`src/rtl/wb_arb_pkg.sv`:
```
`default_nettype none
// ============================================================================
// Module      : wb_arb_pkg
// Description : Shared widths and buffered-entry type for the register-file
//               write-port arbiter (wb_arbiter / wb_arb_fifo).
// Revision    : 1.0 - initial release
// ============================================================================
package wb_arb_pkg;

    localparam int WB_DATA_W = 32;
    localparam int WB_ADDR_W = 5;

    // One buffered secondary writeback. The arbiter's DATA_W/ADDR_W
    // parameters must stay equal to these widths.
    typedef struct packed {
        logic                 valid;
        logic [WB_ADDR_W-1:0] addr;
        logic [WB_DATA_W-1:0] data;
    } wb_entry_t;

endpackage
`default_nettype wire

```
`src/rtl/wb_arb_fifo.sv`:
```
`default_nettype none
// ============================================================================
// Module      : wb_arb_fifo
// Description : DEPTH-entry buffer for secondary writebacks. Slot 0 is the
//               head and the fill count is the tail index; entries are kept
//               packed towards the head, so popped and squashed entries are
//               dropped from the order immediately and never take a slot.
//               Provides squash-by-address and two hazard address compares.
// Revision    : 1.0 - initial release
// ============================================================================
module wb_arb_fifo
    import wb_arb_pkg::*;
#(
    parameter int DEPTH = 2,
    parameter int CNT_W = $clog2(DEPTH) + 1
) (
    input  logic                 clk_i,
    input  logic                 rst_i,
    input  logic                 push_i,
    input  logic [WB_ADDR_W-1:0] push_addr_i,
    input  logic [WB_DATA_W-1:0] push_data_i,
    input  logic                 pop_i,
    input  logic                 squash_i,
    input  logic [WB_ADDR_W-1:0] squash_addr_i,
    input  logic [WB_ADDR_W-1:0] rs_addr_i,
    input  logic [WB_ADDR_W-1:0] rt_addr_i,
    output wb_entry_t            head_o,
    output logic                 head_squash_o,
    output logic [CNT_W-1:0]     count_o,
    output logic                 rs_hit_o,
    output logic                 rt_hit_o
);

    wb_entry_t        buf_q [DEPTH];
    wb_entry_t        buf_d [DEPTH];
    logic [CNT_W-1:0] count_q;
    logic [CNT_W-1:0] count_d;
    logic [DEPTH-1:0] w_kill;
    logic [DEPTH-1:0] w_rs_hit;
    logic [DEPTH-1:0] w_rt_hit;
    logic             w_push_kill;

    // Per-entry squash match and hazard compares (register 0 never hazards).
    for (genvar g = 0; g < DEPTH; g++) begin : g_entry
        assign w_kill[g]   = squash_i && buf_q[g].valid && (buf_q[g].addr == squash_addr_i);
        assign w_rs_hit[g] = buf_q[g].valid && (buf_q[g].addr != '0) && (buf_q[g].addr == rs_addr_i);
        assign w_rt_hit[g] = buf_q[g].valid && (buf_q[g].addr != '0) && (buf_q[g].addr == rt_addr_i);
    end

    // An incoming entry for the address the primary is writing is older
    // than the primary result, so it is dropped on arrival.
    assign w_push_kill = squash_i && (push_addr_i == squash_addr_i);

    // Next buffer: survivors shifted towards the head in order, then the push.
    always_comb begin
        int fill;
        fill = 0;
        for (int j = 0; j < DEPTH; j++) begin
            buf_d[j] = '0;
        end
        for (int i = 0; i < DEPTH; i++) begin
            if (buf_q[i].valid && !w_kill[i] && !(pop_i && (i == 0))) begin
                for (int j = 0; j < DEPTH; j++) begin
                    if (j == fill) begin
                        buf_d[j] = buf_q[i];
                    end
                end
                fill = fill + 1;
            end
        end
        if (push_i && !w_push_kill) begin
            for (int j = 0; j < DEPTH; j++) begin
                if (j == fill) begin
                    buf_d[j].valid = 1'b1;
                    buf_d[j].addr  = push_addr_i;
                    buf_d[j].data  = push_data_i;
                end
            end
            fill = fill + 1;
        end
        count_d = CNT_W'(fill);
    end

    // Buffer state register; reset discards every entry.
    always_ff @(posedge clk_i) begin
        if (rst_i) begin
            for (int i = 0; i < DEPTH; i++) begin
                buf_q[i] <= '0;
            end
            count_q <= '0;
        end else begin
            for (int i = 0; i < DEPTH; i++) begin
                buf_q[i] <= buf_d[i];
            end
            count_q <= count_d;
        end
    end

    assign head_o        = buf_q[0];
    assign head_squash_o = w_kill[0];
    assign count_o       = count_q;
    assign rs_hit_o      = |w_rs_hit;
    assign rt_hit_o      = |w_rt_hit;

endmodule
`default_nettype wire

```
`src/rtl/wb_arbiter.sv`:
```
`default_nettype none
// ============================================================================
// Module      : wb_arbiter
// Description : Merges the in-order pipeline writeback (always granted) and a
//               buffered multi-cycle unit writeback onto the single register
//               file write port. Squashes older buffered writes to the same
//               register, reports RAW hazards against buffered entries and
//               flags starvation of the buffer head.
// Options     : WB_ARB_R0_FILTER_EN - drop writes to register 0 from both
//               sources (secondary handshake still completes).
// Revision    : 1.0 - initial release
// ============================================================================
module wb_arbiter
    import wb_arb_pkg::*;
#(
    parameter int DATA_W   = WB_DATA_W,
    parameter int ADDR_W   = WB_ADDR_W,
    parameter int DEPTH    = 2,
    parameter int MAX_WAIT = 4
) (
    input  logic                   clk_i,
    input  logic                   rst_i,
    input  logic                   Pwr_i,
    input  logic [ADDR_W-1:0]      Paddr_i,
    input  logic [DATA_W-1:0]      Pdata_i,
    input  logic                   Svalid_i,
    input  logic [ADDR_W-1:0]      Saddr_i,
    input  logic [DATA_W-1:0]      Sdata_i,
    output logic                   Sready_o,
    input  logic [ADDR_W-1:0]      RSaddr_i,
    input  logic [ADDR_W-1:0]      RTaddr_i,
    output logic                   RegWrite_o,
    output logic [ADDR_W-1:0]      RDaddr_o,
    output logic [DATA_W-1:0]      RDdata_o,
    output logic                   hazard_o,
    output logic                   starve_o,
    output logic [$clog2(DEPTH):0] count_o
);

    localparam int                CNT_W      = $clog2(DEPTH) + 1;
    localparam int                WAIT_W     = $clog2(MAX_WAIT + 1);
    localparam logic [CNT_W-1:0]  c_DEPTH    = CNT_W'(DEPTH);
    localparam logic [WAIT_W-1:0] c_MAX_WAIT = WAIT_W'(MAX_WAIT);

    wb_entry_t          w_head;
    logic               w_head_squash;
    logic [CNT_W-1:0]   w_count;
    logic               w_rs_hit;
    logic               w_rt_hit;
    logic               w_pri_wr;
    logic               w_sec_keep;
    logic               w_push;
    logic               w_pop;

    logic               RegWrite_q, RegWrite_d;
    logic [ADDR_W-1:0]  RDaddr_q, RDaddr_d;
    logic [DATA_W-1:0]  RDdata_q, RDdata_d;
    logic [WAIT_W-1:0]  wait_q, wait_d;

`ifdef WB_ARB_R0_FILTER_EN
    // A primary write to r0 still owns the port this cycle but writes nothing.
    assign w_pri_wr   = Pwr_i && (Paddr_i != '0);
    assign w_sec_keep = (Saddr_i != '0);
`else
    assign w_pri_wr   = Pwr_i;
    assign w_sec_keep = 1'b1;
`endif

    // Ready depends only on occupancy at the start of the cycle, so a full
    // buffer refuses a push even when the head pops in the same cycle.
    assign Sready_o = !rst_i && (w_count < c_DEPTH);
    assign w_push   = Svalid_i && Sready_o && w_sec_keep;
    assign w_pop    = !Pwr_i && w_head.valid;

    wb_arb_fifo #(
        .DEPTH (DEPTH),
        .CNT_W (CNT_W)
    ) u_fifo (
        .clk_i         (clk_i),
        .rst_i         (rst_i),
        .push_i        (w_push),
        .push_addr_i   (Saddr_i),
        .push_data_i   (Sdata_i),
        .pop_i         (w_pop),
        .squash_i      (w_pri_wr),
        .squash_addr_i (Paddr_i),
        .rs_addr_i     (RSaddr_i),
        .rt_addr_i     (RTaddr_i),
        .head_o        (w_head),
        .head_squash_o (w_head_squash),
        .count_o       (w_count),
        .rs_hit_o      (w_rs_hit),
        .rt_hit_o      (w_rt_hit)
    );

    // Grant mux: primary first, otherwise drain the head; idle holds addr/data.
    always_comb begin
        RegWrite_d = 1'b0;
        RDaddr_d   = RDaddr_q;
        RDdata_d   = RDdata_q;
        if (w_pri_wr) begin
            RegWrite_d = 1'b1;
            RDaddr_d   = Paddr_i;
            RDdata_d   = Pdata_i;
        end else if (w_pop) begin
            RegWrite_d = 1'b1;
            RDaddr_d   = w_head.addr;
            RDdata_d   = w_head.data;
        end
    end

    // Head wait counter: restarts whenever the head leaves or the buffer is
    // empty, and saturates once the starvation threshold is reached.
    always_comb begin
        wait_d = wait_q;
        if (!w_head.valid || w_pop || w_head_squash) begin
            wait_d = '0;
        end else if (wait_q < c_MAX_WAIT) begin
            wait_d = wait_q + WAIT_W'(1);
        end
    end

    // Write-port output registers and wait counter.
    always_ff @(posedge clk_i) begin
        if (rst_i) begin
            RegWrite_q <= 1'b0;
            RDaddr_q   <= '0;
            RDdata_q   <= '0;
            wait_q     <= '0;
        end else begin
            RegWrite_q <= RegWrite_d;
            RDaddr_q   <= RDaddr_d;
            RDdata_q   <= RDdata_d;
            wait_q     <= wait_d;
        end
    end

    assign RegWrite_o = RegWrite_q;
    assign RDaddr_o   = RDaddr_q;
    assign RDdata_o   = RDdata_q;
    assign hazard_o   = w_rs_hit || w_rt_hit;
    assign starve_o   = (wait_q >= c_MAX_WAIT);
    assign count_o    = w_count;

endmodule
`default_nettype wire

```
`config.mk`:
```
export PLATFORM = sky130hd
export DESIGN_NAME = wb_arbiter
export DESIGN_NICKNAME = d
export VERILOG_FILES = /design/src/rtl/wb_arb_pkg.sv /design/src/rtl/wb_arb_fifo.sv /design/src/rtl/wb_arbiter.sv
export SDC_FILE = /design/constraint.sdc
export NUM_CORES = 1
export LEC_CHECK = 0
export ABC_AREA = 1
export BUFFER_PORTS_ARGS = -buffer_cell sky130_fd_sc_hd__buf_2
export CAP_MARGIN = 20
export CELL_PAD_IN_SITES_DETAIL_PLACEMENT = 1
export CELL_PAD_IN_SITES_GLOBAL_PLACEMENT = 1
export CORE_UTILIZATION = 41
export CTS_CLUSTER_DIAMETER = 100
export DETAILED_ROUTE_END_ITERATION = 8
export PLACE_DENSITY = 0.89
export SLEW_MARGIN = 20
export SYNTH_ARGS = -nofsm -noshare
export SYNTH_HDL_FRONTEND = slang
export SYNTH_SLANG_ARGS = --single-unit
```
`constraint.sdc`:
```
create_clock -name clk_i -period 5.3 [get_ports clk_i]
set_clock_uncertainty 0.05 [all_clocks]
set_input_delay 1.06 -clock clk_i [delete_from_list [all_inputs] [get_ports clk_i]]
set_output_delay 1.06 -clock clk_i [all_outputs]
set_load 0.05 [all_outputs]
```
==> impl_metrics.env <==
export IMPL_syn_area_per_cell_sq_um=6.69
export IMPL_placedCellCount=1158
export IMPL_drive_gt1_share_pct=19.1
export IMPL_clock_root_buffer="clkbuf_16"
export IMPL_drc=0
export IMPL_core_area_sq_um=14000
export IMPL_drt_pass1_iter_count=5
export IMPL_outcome="complete, no violations"
export IMPL_place_ws_ns=1.39
export IMPL_crit_fanout=51
export IMPL_holdBufCountCts=0
export IMPL_synth_compound_area_share_pct=16.8
export IMPL_routabilityCongestion=0.832
export IMPL_drt_iter0_drc=374
export IMPL_hold_class="reg2reg"
export IMPL_insertion_delay_ns=0.42
export IMPL_slew_viol_final=0
export IMPL_setup_viol_count_final=0
export IMPL_yosys_area_top_type="dfxtp_1"
export IMPL_clock_path_buffers=2
export IMPL_dpl_hpwl_um=12200
export IMPL_ioPinCount=131
export IMPL_io_buffer_count=130
export IMPL_nets=1090
export IMPL_yosysTopAreaCellShare_pct=39.8
export IMPL_syn_area_sq_um=5990
export IMPL_ir_drop_uv=225
export IMPL_viasPerCell=5.11
export IMPL_synth_adder_area_share_pct=1.04
export IMPL_muxShareOfSynthArea_pct=0
export IMPL_post_cts_resized=0
export IMPL_cts_setup_buffers=0
export IMPL_p_comb_share_pct=12.9
export IMPL_synth_seq_area_share_pct=39.8
export IMPL_p_sw_uw=637
export IMPL_htree_levels=4
export IMPL_row_count=43
export IMPL_rrSetupSlack_ns=2.05
export IMPL_yosys_register_bits=119
export IMPL_clock_power_share_pct=47.9
export IMPL_cts_tree="yes"
export IMPL_period_needed_ns=3.57
export IMPL_hold_viol=0
export IMPL_start_kind="input port"
export IMPL_overflow=0
export IMPL_final_common_cell="nand2_1"
export IMPL_cp_required_ns=5.56
export IMPL_die_w_um=123
export IMPL_p_int_uw=1780
export IMPL_drv_cap=0
export IMPL_final_cell_mix="nand2_1, nor2_1, buf_2"
export IMPL_wl_per_cell_um=16.0
export IMPL_swShare_pct=26.3
export IMPL_diodes=0
export IMPL_synth_cells=895
export IMPL_grt_pass1_wl_um=30200
export IMPL_path_class="in2reg"
export IMPL_synth_simple_area_share_pct=27.1
export IMPL_fin_util_pct=51.3
export IMPL_synth_cell_types=32
export IMPL_die_y_um=123
export IMPL_syn_num_nets=988
export IMPL_period_share_pct=67.4
export IMPL_yosysWarnings=0
export IMPL_clock_fmax_ghz=0.280
export IMPL_p_leak_uw=0.00332
export IMPL_wl_um=19000
export IMPL_fillCellCount=1916
export IMPL_grt_use_total_pct=26.3
export IMPL_critPathArrivalTime_ns=3.83
export IMPL_cts_num_sinks=119
export IMPL_rsz0062_at_grt="false"
export IMPL_grt_pass1_vias=6023
export IMPL_antenna_found_initial=0
export IMPL_initial_core_util_pct=42.7
export IMPL_cts_buffers=17
export IMPL_pwr_share_seq_pct=39.2
export IMPL_fin_tns_setup_ns=0
export IMPL_vias=6072
export IMPL_power_density_nw_per_um2=336
export IMPL_worst_slew_pin_slew_ns=0.896
export IMPL_setup_slack_ns=1.73
export IMPL_grt_max_degree=52
export IMPL_synthTopCellsByArea="dfxtp_1, nand2_1, nor2_1"
export IMPL_dieArea_sq_um=15100
export IMPL_antenna_left=0
export IMPL_synth_top_family_by_area="simple AND/OR/NAND/NOR gates"
export IMPL_critPathCaptureType="flop"
export IMPL_fin_cells=1188
export IMPL_maxSlewHeadroom_pct=40.2
export IMPL_cts_clk_slew_worst_paths_ns=0.05
export IMPL_synthXorXnorAreaFrac_pct=2.05
export IMPL_syn2layout_area_growth_pct=20.2
-- worst max-delay path: stages --
cell	delay, ns
buf_2	0.12
inv_2	0.08
nand2_1	0.05
nand2_1	0.08
nor2_1	0.05
nand3_2	0.06
buf_4	0.37
nand2_1	0.35
ha_1	0.32
nand3_2	0.33
buf_4	0.49
o21ai_0	0.22
nor2_1	0.14
nor2_1	0.05
-- final timing paths --
path,start,to,cells past startpoint
min reg2reg,u_fifo.buf_q[0][60],u_fifo.buf_q[0][60],2
min,u_fifo.buf_q[0][60],u_fifo.buf_q[0][60],2
max reg2reg,u_fifo.buf_q[0][74],u_fifo.buf_q[0][28],12
max,Paddr_i[4],u_fifo.buf_q[0][28],14
-- sequential cells by signal (all words and copies together) (netlist names) --
register        flops
RDaddr_o            5
RDdata_o           32
u_fifo.buf_q       76
RegWrite_o          1
wait_q              3
u_fifo.count_o      2
-- final cells by class --
| type | instances | area, sq um | share of cell area (%) |
|---|---|---|---|
| Multi-Input combinational cell | 596 | 2820 | 39.2 |
| Sequential cell | 119 | 2380 | 33.1 |
| Timing Repair Buffer | 138 | 711 | 9.87 |
| Clock buffer | 28 | 527 | 7.32 |
| Inverter | 125 | 472 | 6.55 |
| Tap cell | 180 | 225 | 3.13 |
| Clock inverter | 2 | 60.1 | 0.834 |
-- layer usage --
layer	global-route usage, %	up-vias	wire length [um]	part of all wire [%]
li1	-	3018	-	-
met3	5.95	21	790	4.1
met1	32.8	2889	8820	46
met4	8.23	0	248	1.3
met2	44.7	144	9190	48
met5	0	-	0	0
-- power by group through the flow --
stage / sequential [uW] / clock, uW / combinational (uW)
final: 949 / 1160 / 312
after global routing: 952 / 1210 / 344
after CTS: 949 / 1170 / 312
after detailed placement: 967 / 0 / 307
after global placement: 966 / 0 / 300
after floorplan: 1020 / 0 / 148
-- cell families after synthesis --
family,Yosys count
AND/OR/NAND/NOR,395
AO/OA/AOI/OAI,182
buffers and inverters,180
flip-flops,119
XOR/XNOR,14
adder cells (fa/ha/maj),5
-- synth_stat cells, drive strengths merged --
cell type and count:
nand2 166, nor2 156, o21ai 144, inv 125, dfxtp 119, nand3 65, buf 34, clkbuf 21
o211ai 16, a21oi 15, xnor2 7, xor2 7, ha 5, a22oi 4, nand4 3, nor3 2
nor3b 2, a21o 1, a31oi 1, nor4b 1, o221ai 1
-- stage by stage --
step | total power (uW) | cell area [sq um] | hold slack, ns
finish | 2420 | 7200 | 0.434
global route | 2500 | 7200 | 0.451
CTS | 2430 | 7200 | 0.435
detailed placement | 1270 | 6610 | 0.426
global placement | 1270 | 6610 | 0.416
floorplan | 1170 | 5990 | 0.403
(Power assumes the default switching activity.)
